$ cat src/rtl/cs_trgt_fringe_bridge.sv
// cs_trgt_fringe_bridge
//   Target-side fringe bridge for split co-simulation. On each rising edge of the
//   mission clock (sampled as data in the clk_i domain) it uploads the SUT output
//   vector over a valid/ready stream. It then collects one downloaded payload per
//   input channel, holding per-channel clock freezes until every channel has been
//   refreshed. Finally it applies all channels to the SUT at once.
//
//   Optional feature: define CS_TRGT_WATCHDOG_EN to build the WAIT_RX watchdog.
//   Without it, wd_err_o is tied low and the bridge waits for payloads indefinitely.
//
// Ports
//   clk_i, rst_i            utility clock, synchronous active-high reset
//   mclk_i                  mission clock, sampled as data
//   put_en_i, get_en_i      enable upload / download phases
//   up_valid_i, up_data_i   SUT output vector
//   tx_valid_o/ready_i/data_o   upload stream {up_valid, up_data}
//   rx_valid_i/ready_o/idx_i/data_i  download stream {wen, data} per channel
//   wen_o, data_o           applied per-channel write enable / data
//   freeze_clk_o            per-channel mission clock hold
//   wd_err_o, ovr_o         sticky watchdog timeout / overrun flags
module cs_trgt_fringe_bridge #(
  parameter int unsigned N_CH     = 3,
  parameter int unsigned DW       = 8,
  parameter int unsigned WD_LIMIT = 10000
) (
  input  logic                   clk_i,
  input  logic                   rst_i,
  input  logic                   mclk_i,
  input  logic                   put_en_i,
  input  logic                   get_en_i,
  input  logic                   up_valid_i,
  input  logic [DW-1:0]          up_data_i,
  output logic                   tx_valid_o,
  input  logic                   tx_ready_i,
  output logic [DW:0]            tx_data_o,
  input  logic                   rx_valid_i,
  output logic                   rx_ready_o,
  input  logic [$clog2(N_CH):0]  rx_idx_i,
  input  logic [DW:0]            rx_data_i,
  output logic [N_CH-1:0]        wen_o,
  output logic [N_CH*DW-1:0]     data_o,
  output logic [N_CH-1:0]        freeze_clk_o,
  output logic                   wd_err_o,
  output logic                   ovr_o
);

  localparam int unsigned IdxW = $clog2(N_CH) + 1;

  typedef enum logic [1:0] {StIdle, StSend, StWaitRx, StApply} state_e;

  state_e              state_q, state_d;
  logic                mclk_q, mclk_prev_q, trig;
  logic                tx_valid_q, tx_valid_d;
  logic [DW:0]         tx_data_q, tx_data_d;
  logic                rx_ready_q, rx_ready_d;
  logic [N_CH-1:0]     got_q, got_d;
  logic [N_CH-1:0]     freeze_q, freeze_d;
  logic [N_CH-1:0]     wen_q, wen_d;
  logic [N_CH*DW-1:0]  data_q, data_d;
  logic                ovr_q, ovr_d;
  logic [DW:0]         shadow_q [N_CH];
  logic [DW:0]         shadow_d [N_CH];

`ifdef CS_TRGT_WATCHDOG_EN
  logic [31:0]         wd_cnt_q, wd_cnt_d;
  logic                wd_err_q, wd_err_d;
`endif

  // mclk_i is registered before edge detection, so the edge seen at clock k acts at k+1.
  assign trig = mclk_q & ~mclk_prev_q;

  always_comb begin
    state_d    = state_q;
    tx_data_d  = tx_data_q;
    got_d      = got_q;
    freeze_d   = freeze_q;
    wen_d      = wen_q;
    data_d     = data_q;
    ovr_d      = ovr_q;
    shadow_d   = shadow_q;
`ifdef CS_TRGT_WATCHDOG_EN
    wd_cnt_d   = wd_cnt_q;
    wd_err_d   = wd_err_q;
`endif

    // Mission edges arriving while busy are flagged and dropped.
    if (trig && (state_q != StIdle)) ovr_d = 1'b1;

    case (state_q)
      StIdle: begin
        if (trig) begin
          if (put_en_i) begin
            tx_data_d = {up_valid_i, up_data_i};
            state_d   = StSend;
          end else if (get_en_i) begin
            state_d = StWaitRx;
          end
        end
      end
      StSend: begin
        if (tx_valid_q && tx_ready_i) state_d = get_en_i ? StWaitRx : StIdle;
      end
      StWaitRx: begin
        if (rx_valid_i && rx_ready_q) begin
          // Out-of-range indices match no channel and are silently dropped.
          for (int i = 0; i < int'(N_CH); i++) begin
            if (rx_idx_i == IdxW'(i)) begin
              shadow_d[i] = rx_data_i;
              got_d[i]    = 1'b1;
            end
          end
        end
        if (&got_q) begin
          // Freezes for the final channel are released together with APPLY.
          state_d = StApply;
        end else begin
          freeze_d = ~got_q;
`ifdef CS_TRGT_WATCHDOG_EN
          if (wd_cnt_q >= WD_LIMIT - 1) begin
            wd_err_d = 1'b1;
            got_d    = '0;
            state_d  = StIdle;
          end else begin
            wd_cnt_d = wd_cnt_q + 32'd1;
          end
`endif
        end
      end
      StApply: begin
        for (int i = 0; i < int'(N_CH); i++) begin
          wen_d[i]           = shadow_q[i][DW];
          data_d[i*DW +: DW] = shadow_q[i][DW-1:0];
        end
        got_d    = '0;
        freeze_d = '0;
        state_d  = StIdle;
      end
      default: state_d = StIdle;
    endcase

    if ((state_d == StWaitRx) && (state_q != StWaitRx)) begin
      freeze_d = '1;
      got_d    = '0;
`ifdef CS_TRGT_WATCHDOG_EN
      wd_cnt_d = '0;
`endif
    end

    tx_valid_d = (state_d == StSend);
    rx_ready_d = (state_d == StWaitRx);
  end

  always_ff @(posedge clk_i) begin
    if (rst_i) begin
      state_q     <= StIdle;
      mclk_q      <= 1'b0;
      mclk_prev_q <= 1'b0;
      tx_valid_q  <= 1'b0;
      tx_data_q   <= '0;
      rx_ready_q  <= 1'b0;
      got_q       <= '0;
      freeze_q    <= '0;
      wen_q       <= '0;
      data_q      <= '0;
      ovr_q       <= 1'b0;
      for (int i = 0; i < int'(N_CH); i++) shadow_q[i] <= '0;
`ifdef CS_TRGT_WATCHDOG_EN
      wd_cnt_q    <= '0;
      wd_err_q    <= 1'b0;
`endif
    end else begin
      state_q     <= state_d;
      mclk_q      <= mclk_i;
      mclk_prev_q <= mclk_q;
      tx_valid_q  <= tx_valid_d;
      tx_data_q   <= tx_data_d;
      rx_ready_q  <= rx_ready_d;
      got_q       <= got_d;
      freeze_q    <= freeze_d;
      wen_q       <= wen_d;
      data_q      <= data_d;
      ovr_q       <= ovr_d;
      shadow_q    <= shadow_d;
`ifdef CS_TRGT_WATCHDOG_EN
      wd_cnt_q    <= wd_cnt_d;
      wd_err_q    <= wd_err_d;
`endif
    end
  end

`ifdef CS_TRGT_WATCHDOG_EN
  assign wd_err_o = wd_err_q;
`else
  logic unused_wd_limit;
  assign unused_wd_limit = (WD_LIMIT == 0);
  assign wd_err_o        = 1'b0;
`endif

  assign tx_valid_o   = tx_valid_q;
  assign tx_data_o    = tx_data_q;
  assign rx_ready_o   = rx_ready_q;
  assign wen_o        = wen_q;
  assign data_o       = data_q;
  assign freeze_clk_o = freeze_q;
  assign ovr_o        = ovr_q;

endmodule
$ cat config.mk
export PLATFORM = sky130hd
export DESIGN_NAME = cs_trgt_fringe_bridge
export DESIGN_NICKNAME = d
export VERILOG_FILES = /design/src/rtl/cs_trgt_fringe_bridge.sv
export SDC_FILE = /design/constraint.sdc
export NUM_CORES = 1
export LEC_CHECK = 0
export CAP_MARGIN = 20
export CORE_MARGIN = 5
export CORE_UTILIZATION = 50
export CTS_CLUSTER_SIZE = 16
export DETAILED_ROUTE_END_ITERATION = 10
export PLACE_DENSITY_LB_ADDON = 0.05
export REMOVE_ABC_BUFFERS = 1
export SLEW_MARGIN = 20
export SYNTH_ARGS = -nofsm -noshare
export SYNTH_HDL_FRONTEND = slang
export SYNTH_SLANG_ARGS = --single-unit
$ cat constraint.sdc
create_clock -name clk_i -period 4.8 [get_ports clk_i]
set_input_delay 0.72 -clock clk_i [delete_from_list [all_inputs] [get_ports clk_i]]
set_output_delay 0.72 -clock clk_i [all_outputs]
set_load 0.03 [all_outputs]
==> Yosys cells after proc, flatten, opt, wreduce, memory -nomap -nowiden <==
Cells that the tools add are included.
{ "classes": {"bitwise": 3, "n_reduce_logical": 19, "n_mux": 15, "eq_ne": 13} }
{ "ops": {"columns": ["operator", "count"], "rows": [
  ["3-bit AND reduction", 8],
  ["2-bit 2-to-1 mux", 6],
  ["3-bit case mux with 2 select lines", 2],
  ["2-bit inequality test (second input constant)", 5],
  ["3-bit 2-to-1 mux", 3],
  ["2-bit case mux with 4 select lines", 1],
  ["2-bit equality test (second input constant)", 3],
  ["2-bit by 1-bit equality test with 1-bit output (second input constant)", 2],
  ["1-bit logical AND", 4],
  ["2-bit nonzero test", 2],
  ["3-bit by 1-bit equality test with 1-bit output (second input constant)", 1],
  ["3-bit by 2-bit equality test with 1-bit output (second input constant)", 1],
  ["3-bit logical NOT", 1],
  ["1-bit 2-to-1 mux", 3],
  ["3-bit inequality test (second input constant)", 1],
  ["3-bit inverter", 1],
  ["3-bit nonzero test", 1],
  ["2-bit logical NOT", 1],
  ["2-bit AND reduction", 1],
  ["2-bit OR reduction", 1],
  ["1-bit bitwise AND", 1],
  ["1-bit inverter", 1]
]} }
{ "word_totals": {"in_bits": 28, "regBits": 76, "wordCells": 66, "output_inout_bits": 43} }

==> Longest topological paths before layout <==
Gate-level depths: netlist of run 1.
{ "depth": {"depth_word": 8, "depth_mapped": 6, "depth_no_buf": 4} }

==> Worst setup path after synthesis of run 1 <==
OpenSTA, ideal clock, no wires.
{ "synth_timing": {"path_type": "in2reg", "from": "input rx_idx_i[2]", "to": "register shadow_q[24] (netlist bit)", "t_required_ps": 4668, "setup_slack_ps": 2870, "path_stages": 5, "setup_ps": 132, "arrival_time_ps": 1798, "n_path_buf": 1, "path_cell_list": "nand4b_2 > or4_2 > buf_2 > nand2_1 > a21oi_1"} }
{ "synth_between": {"elab_chain_len": 2} }
{ "synth_lines": {"columns": ["element", "line", "source"], "rows": [
  ["start, declared", "38", "input logic [$clog2(N_CH):0] rx_idx_i,"],
  ["3-bit logical NOT", "107", "if (rx_idx_i == IdxW'(i)) begin"],
  ["3-bit AND reduction (no source line)", null, null],
  ["end signal, assigned", "183", "shadow_q <= shadow_d;"],
  ["end, declared", "61", "logic [DW:0] shadow_q [N_CH];"]
]} }
No other way between the ends.
A chain may end at the register's enable or synchronous reset.

==> Final worst setup path of run 1 <==
Ends and elaborated chain as after synthesis.

==> results of run 1 <==
==> cells by family (layout without fill, tap and decap cells) <==
| logic type | after synthesis | count (layout) |
|---|---|---|
| other cells | 1 | 1 |
| compound gates | 52 | 52 |
| flops | 76 | 76 |
| buf+inv | 25 | 93 |
| simple gates | 131 | 131 |
| mux | 27 | 27 |
==> path summary, 6_finish.rpt <==
path                                             endpoint                   from  cells after the start
worst max-delay path            shadow_q[24]$_SDFFE_PP0P_            rx_idx_i[2]                      5
worst min-delay path                   ovr_o$_SDFFE_PP0P_     ovr_o$_SDFFE_PP0P_                      2
worst max register to register  shadow_q[24]$_SDFFE_PP0P_  state_q[1]$_SDFF_PP0_                      4
worst min register to register         ovr_o$_SDFFE_PP0P_     ovr_o$_SDFFE_PP0P_                      2
==> flip-flops by register name, summed over array words and instances (netlist names) <==
signal and cells:
wen_o 3, got_q 3, shadow_q 27, freeze_clk_o 3, rx_ready_o 1, ovr_o 1
mclk_prev_q 1, state_q 2, tx_valid_o 1, data_o 24, mclk_q 1, tx_data_o 9
==> placed cells by master, fill, tap and decap left out <==
master           instances
a21boi_2                 1
buf_2                    1
nor4_2                   1
nand4_1                  1
nor4b_2                  2
nand3b_1                 1
nand4b_2                 1
nor2_1                  31
or3_2                    1
inv_1                    5
nor3b_1                  3
a21oi_1                 38
clkdlybuf4s50_1         68
buf_4                    3
clkbuf_1                 1
a31oi_1                  1
nor3_1                   1
mux2i_1                 27
clkbuf_8                10
nand2_1                 78
o21ai_0                  1
dfxtp_1                 76
nand3_1                  2
and2_2                   1
conb_1                   1
or4_2                    1
o21a_1                   3
bufinv_16                2
o2111ai_2                1
or4b_4                   1
a21boi_0                 1
and3_1                   1
nor2b_1                  5
a21o_1                   3
clkinv_2                 3
a221oi_2                 3
==> stage by stage <==
step                      utilization  total power [mW]  hold slack [ns]
after CTS                       0.681              1.26            0.454
after global placement          0.641             0.737            0.434
final                           0.681              1.25            0.453
after global routing            0.681              1.30            0.465
after detailed placement        0.641             0.738            0.440
after floorplan                     -             0.688            0.425
==> critical path, stage by stage <==
cell and delay, ns:
clkdlybuf4s50_1 0.39, nand4b_2 0.31, nor4_2 0.76, nand2_1 0.13
a21oi_1 0.15
==> metal layers <==
layer  track usage  vias to the layer above  share of wire  wire length, um
met2         0.278                       55           0.47             2840
met1         0.229                     1068           0.46             2750
met3        0.0427                        9          0.053              322
li1              -                     1161              -                -
met5             0                        -              0                0
met4        0.0777                        0          0.018              109
==> final cells by class <==
cell class	count	area [um2]
fill	471	1760
sequential	76	1520
multi-input combinational	211	1190
timing repair buffer	72	708
clock buffer	11	141
tap	72	90.1
clock inverter	5	75.1
inverter	5	18.8
==> power groups by stage <==
stage               Clock, mW  Combinational (mW)  Sequential, mW
global placement            0              0.0798           0.657
detailed placement          0              0.0802           0.658
floorplan                   0              0.0207           0.667
finish                  0.525              0.0798           0.643
global route            0.573              0.0852           0.644
CTS                     0.538              0.0805           0.643
==> impl_results.md, run 1 <==
- Status: complete, no violations
- Leak Pwr: 1.33 nW
- Area share of the largest cell type after synthesis: 0.535
- Final nets: 403
- Vias: 2293
- CP Capture Type: flip-flop
- DR iter-0 viols: 135
- Clock Latency Late Sink: 0.34 ns
- Gate Count Post-Synth: 312
- Row count: 27
- VDD IR max: 0.317 mV
- Synth Area in XOR/XNOR: 0
- Input/output buffers: 69
- GRT overflow: 0
- Die area: 0.00730 mm2
- Layout cells sized above 1: 0.0842
- Clock buffer depth: 2
- Synth warn: 0
- I/O pin cnt: 71
- Hold_buf cts: 0
- Total Wirelength: 6020 um
- Register share of total power: 0.515
- Number of synthesized flops with an enable pin: 0
- Routed wire per std cell: 13.3 um
- Mean Syn Cell Area: 9.12 um2
- Die H: 85.5 um
- Startpoint Class: primary input
- RSZ-0062 raised after global routing: false
- Synth Flop Type: dfxtp_1
- Arr. time, crit path: 2.47 ns
- CTS sink cnt: 76
- CP Data Required Time: 5.07 ns
- Actual slew at the worst max-slew pin: 0.940 ns
- Post-synthesis compound-gate area fraction: 0.114
- Seq/Total Area, Yosys: 0.535
- GPL Wtd Cong: 0.720
- Worst Hold Class: reg2reg
- Synth top area cells: dfxtp_1 (53%), nand2_1 (10%), mux2i_1 (9.5%), a21oi_1 (6.7%), nor2_1 (4.1%)
- Diodes inserted: 0
- CTS Root Buffer Type: clkbuf_8
- Cell Pwr Density: 333 mW/mm2
- Clock Power Share: 0.421
- Pins over their slew limit: 0
- Resized Gates After CTS: 0
- Cell Int Power: 981 uW
- Max-cap violations: 0
- Adder-cell share of the synthesized area: 0
- Crit path max fanout: 10
- Drt pass-1 iters: 4
- Pre-CTS setup slack: 2.25 ns
- Starting Density: 0.517
- Post-synthesis mux area share: 0.0949
- Total Routing Usage GR: 0.177
- Final setup TNS: 0 ns
- Final non-filler cell total: 452
- Die width: 85.5 um
- Endpoints failing setup: 0
- Distinct cells, synth: 35
- Flops & latches, synth: 76
- Switching part of the total: 0.214
- Largest net degree at the start of global routing: 53
- CTS clock-pin slew for the worst setup and hold paths: 0.08 ns
- Vias in the first global route: 2239
- Max Freq: 0.454 GHz
- Detailed-route vias per instance: 5.07
- Critical path class: in2reg
- Non-Filler Cell Area, Final: 0.00375 mm2
- Total CTS buffers: 9
- Most common library cells after synthesis: nand2_1 (78), dfxtp_1 (76), a21oi_1 (38)
- Leading area contributor after synthesis: dfxtp_1
- CTS tree: built
- Tcrit/Tclk final: 0.459
- Post-synthesis instance area: 0.00285 mm2
- DP Area: 0.00353 mm2
- Antenna viol nets, final: 0
- Slew HR: 0.372
- Dpl hpwl: 4050 um
- Net switching power figure: 268 uW
- First-pass GRT wire length: 10300 um
- Area of the core: 0.00551 mm2
- Post CTS Setup Buffer Count: 0
- H-tree levels: 3
- Comb power frac: 0.064
- Area Overhead vs Synth: 31.6%
- Clk_skew: 0.00745 ns
- Count leader, synth: nand2_1
- Simple-Gate Fraction of Synth Area: 0.204
- Reg2Reg Setup Slack: 2.74 ns
- Remaining DRCs: 0
- Hold Fails Final Rpt: 0
- Largest family of logic cells by synthesized area: simple AND/OR/NAND/NOR gates
- Initial antenna violation count: 0
- Fin crit period: 2.20 ns
- Fraction of registers with async set/reset: 0
- Cells after DPL: 436
- Setup WS post-layout: 2.60 ns
(Power assumes the default switching activity.)
==> run 2: changes to the inputs <==
--- a/config.mk
+++ b/config.mk
@@ -7,7 +7,7 @@
 export LEC_CHECK = 0
 export CAP_MARGIN = 20
 export CORE_MARGIN = 5
-export CORE_UTILIZATION = 50
+export CORE_UTILIZATION = 44
 export CTS_CLUSTER_SIZE = 16
 export DETAILED_ROUTE_END_ITERATION = 10
 export PLACE_DENSITY_LB_ADDON = 0.05
==> constraint.sdc (replaced) <==
create_clock -name clk_i -period 1.9 [get_ports clk_i]
set_input_delay 0.285 -clock clk_i [delete_from_list [all_inputs] [get_ports clk_i]]
set_output_delay 0.285 -clock clk_i [all_outputs]
set_load 0.03 [all_outputs]
==> run 2 against run 1 <==
- via count rose by 0.26%
- clock power rose to 2.6 times the previous value
- wire length rose by 3.1%
- final cell count rose by 4.6%
- cell area rose by 4.3%
- largest cell class unchanged
==> impl_results.md, run 2 (synthesis results as in run 1) <==
- Worst Hold Class: in2reg
- Layout cells sized above 1: 0.121 (+0.0370)
- Routed wire per std cell: 13.1 um (-1.5%)
- Die H: 90.4 um (+5.8%)
- Worst path max stage delay: 0.70 ns (-0.06 ns)
- Fillers: 584 (+24%)
- Total Wirelength: 6210 um (+3.1%)
- Input/output buffers: 69 (unchanged)
- DR iter-0 viols: 82 (-39%)
- Total Routing Usage GR: 0.156 (-0.0205)
- Antenna viol nets, final: 0 (unchanged)
- Worst hold slack: 0.331 ns (-0.121 ns)
- Vias: 2299 (+0.26%)
- CTS clock-pin slew for the worst setup and hold paths: 0.08 ns (about the same)
- Clk_skew: 0.00615 ns (-0.00130 ns)
- Die area: 0.00818 mm2 (+12%)
- Fin crit period: 1.72 ns
- Hold_buf cts: 0 (unchanged)
- Diodes inserted: 0 (unchanged)
- Buf+Inv Stages, Crit Path: 1 (unchanged)
- Pins over their slew limit: 0 (unchanged)
- Resized Gates After CTS: 0 (unchanged)
- Status: complete, no violations
- Most flops, register: shadow_q
- Clock Latency Late Sink: 0.33 ns (about the same)
- Starting Density: 0.451 (-0.0661)
- VDD IR max: 0.512 mV (+62%)
- WHS Endpoint: state_q[0]$_SDFF_PP0_
- Leak Pwr: 1.42 nW (+6.2%)
- H-tree levels: 3 (unchanged)
- Worst R2R Path Depth: 4 (unchanged)
- Startpoint of the worst register-to-register path: state_q[0]$_SDFF_PP0_
- Largest net degree at the start of global routing: 33 (-38%)
- Hold Path Depth: 2 (unchanged)
- Most common cell after layout, fill and taps aside: nand2_1
- GRT overflow: 0 (unchanged)
- Hold Fails Final Rpt: 0 (unchanged)
- Die width: 90.4 um (+5.8%)
- Dpl hpwl: 4330 um (+6.8%)
- Max reg flops: 27 (unchanged)
- CP Data Required Time: 1.62 ns (-3.45 ns)
- CTS sink cnt: 76 (unchanged)
- First-pass GRT wire length: 10500 um (+1.9%)
- RSZ-0062 raised after global routing: false
- Cells after DPL: 457 (+4.8%)
- CTS tree: built
- Startpoint Class: flip-flop
- Reg2Reg Setup Slack: 0.34 ns (-2.40 ns)
- Final setup TNS: 0 ns (unchanged)
- Pre-CTS setup slack: -0.0937 ns (-2.35 ns)
- Arr. time, crit path: 1.43 ns (-1.04 ns)
- Most frequent cells in the layout: nand2_1 (78), dfxtp_1 (76), clkdlybuf4s50_1 (68)
- Hold wc startpoint: rst_i
- Final nets: 419 (+4.0%)
- Reg2Reg Capture Point: freeze_clk_o[2]$_SDFFE_PP0P_
- CP Capture Type: output port
- Detailed-route vias per instance: 4.86 (-4.2%)
- I/O pin cnt: 71 (unchanged)
- Cell Pwr Density: 822 mW/mm2 (+150%)
- Max Freq: 0.583 GHz
- Setup WS post-layout: 0.184 ns (-2.41 ns)
- Initial antenna violation count: 0 (unchanged)
- Critical path class: reg2out
- Total CTS buffers: 9 (unchanged)
- CP Cell Sequence: clkdlybuf4s50_1
- Post CTS Setup Buffer Count: 0 (unchanged)
- Delay-heaviest family, CP: buffers and inverters
- Area Overhead vs Synth: 37.3%
- GPL Wtd Cong: 0.811 (+13%)
- Area of the core: 0.00631 mm2 (+15%)
- Tcrit/Tclk final: 0.903
- Critical path's slowest cell: clkdlybuf4s50_1
- Crit path max fanout: 4 (-6)
- Vias in the first global route: 2170 (-3.1%)
- Final non-filler cell total: 473 (+4.6%)
- Endpoints failing setup: 0 (unchanged)
- Max-cap violations: 0 (unchanged)
- Remaining DRCs: 0 (unchanged)
- CTS Root Buffer Type: clkbuf_8
- Drt pass-1 iters: 4 (unchanged)
- Clock buffer depth: 2 (unchanged)
- Row count: 29 (+7.4%)
-- run 2: area by class of cell --
class | count | area [um2] | area share
Sequential cell | 76 | 1520 | 0.389
Multi-Input combinational cell | 211 | 1190 | 0.305
Timing Repair Buffer | 88 | 853 | 0.218
Clock buffer | 11 | 141 | 0.0362
Tap cell | 77 | 96.3 | 0.0246
Clock inverter | 5 | 85.1 | 0.0218
Inverter | 5 | 18.8 | 0.00480
-- run 2: power breakdown --
part	switching, mW	internal (mW)
Sequential	0.00973	1.61
Clock	0.589	0.781
Combinational	0.111	0.116
Total	0.709	2.51
-- run 2: per-layer routing --
layer  track usage  up-vias  wire [um]
li1              -     1198          -
met1         0.205     1056       3020
met2         0.244       43       2890
met3        0.0383        2        262
met4        0.0658        0         32
met5             0        -          0
-- run 2: stage by stage --
step           total power, mW  area, um2   util
6_report                  3.21       3910  0.619
3_3_place_gp              1.88       3680  0.583
5_1_grt                   3.34       3910  0.619
2_1_floorplan             1.74       2720      -
3_5_place_dp              1.88       3680  0.583
4_1_cts                   3.26       3910  0.619
-- run 2: how the worst max path moves through the flow --
stage                               start                           end  cells after the start
floorplan           state_q[1]$_SDFF_PP0_     shadow_q[10]$_SDFFE_PP0P_                      4
global placement                 put_en_i  freeze_clk_o[2]$_SDFFE_PP0P_                      5
detailed placement               put_en_i  freeze_clk_o[2]$_SDFFE_PP0P_                      5
CTS                 tx_valid_o$_SDFF_PP0_                    tx_valid_o                      1
global route        tx_valid_o$_SDFF_PP0_                    tx_valid_o                      1
finish              tx_valid_o$_SDFF_PP0_                    tx_valid_o                      1
==> run 3: changes to the inputs <==
--- a/config.mk
+++ b/config.mk
@@ -8,7 +8,6 @@
 export CAP_MARGIN = 20
 export CORE_MARGIN = 5
 export CORE_UTILIZATION = 44
-export CTS_CLUSTER_SIZE = 16
 export DETAILED_ROUTE_END_ITERATION = 10
 export PLACE_DENSITY_LB_ADDON = 0.05
 export REMOVE_ABC_BUFFERS = 1
==> results of run 3 <==
The final DEF is identical to that of run 2; final timing and power are the same.
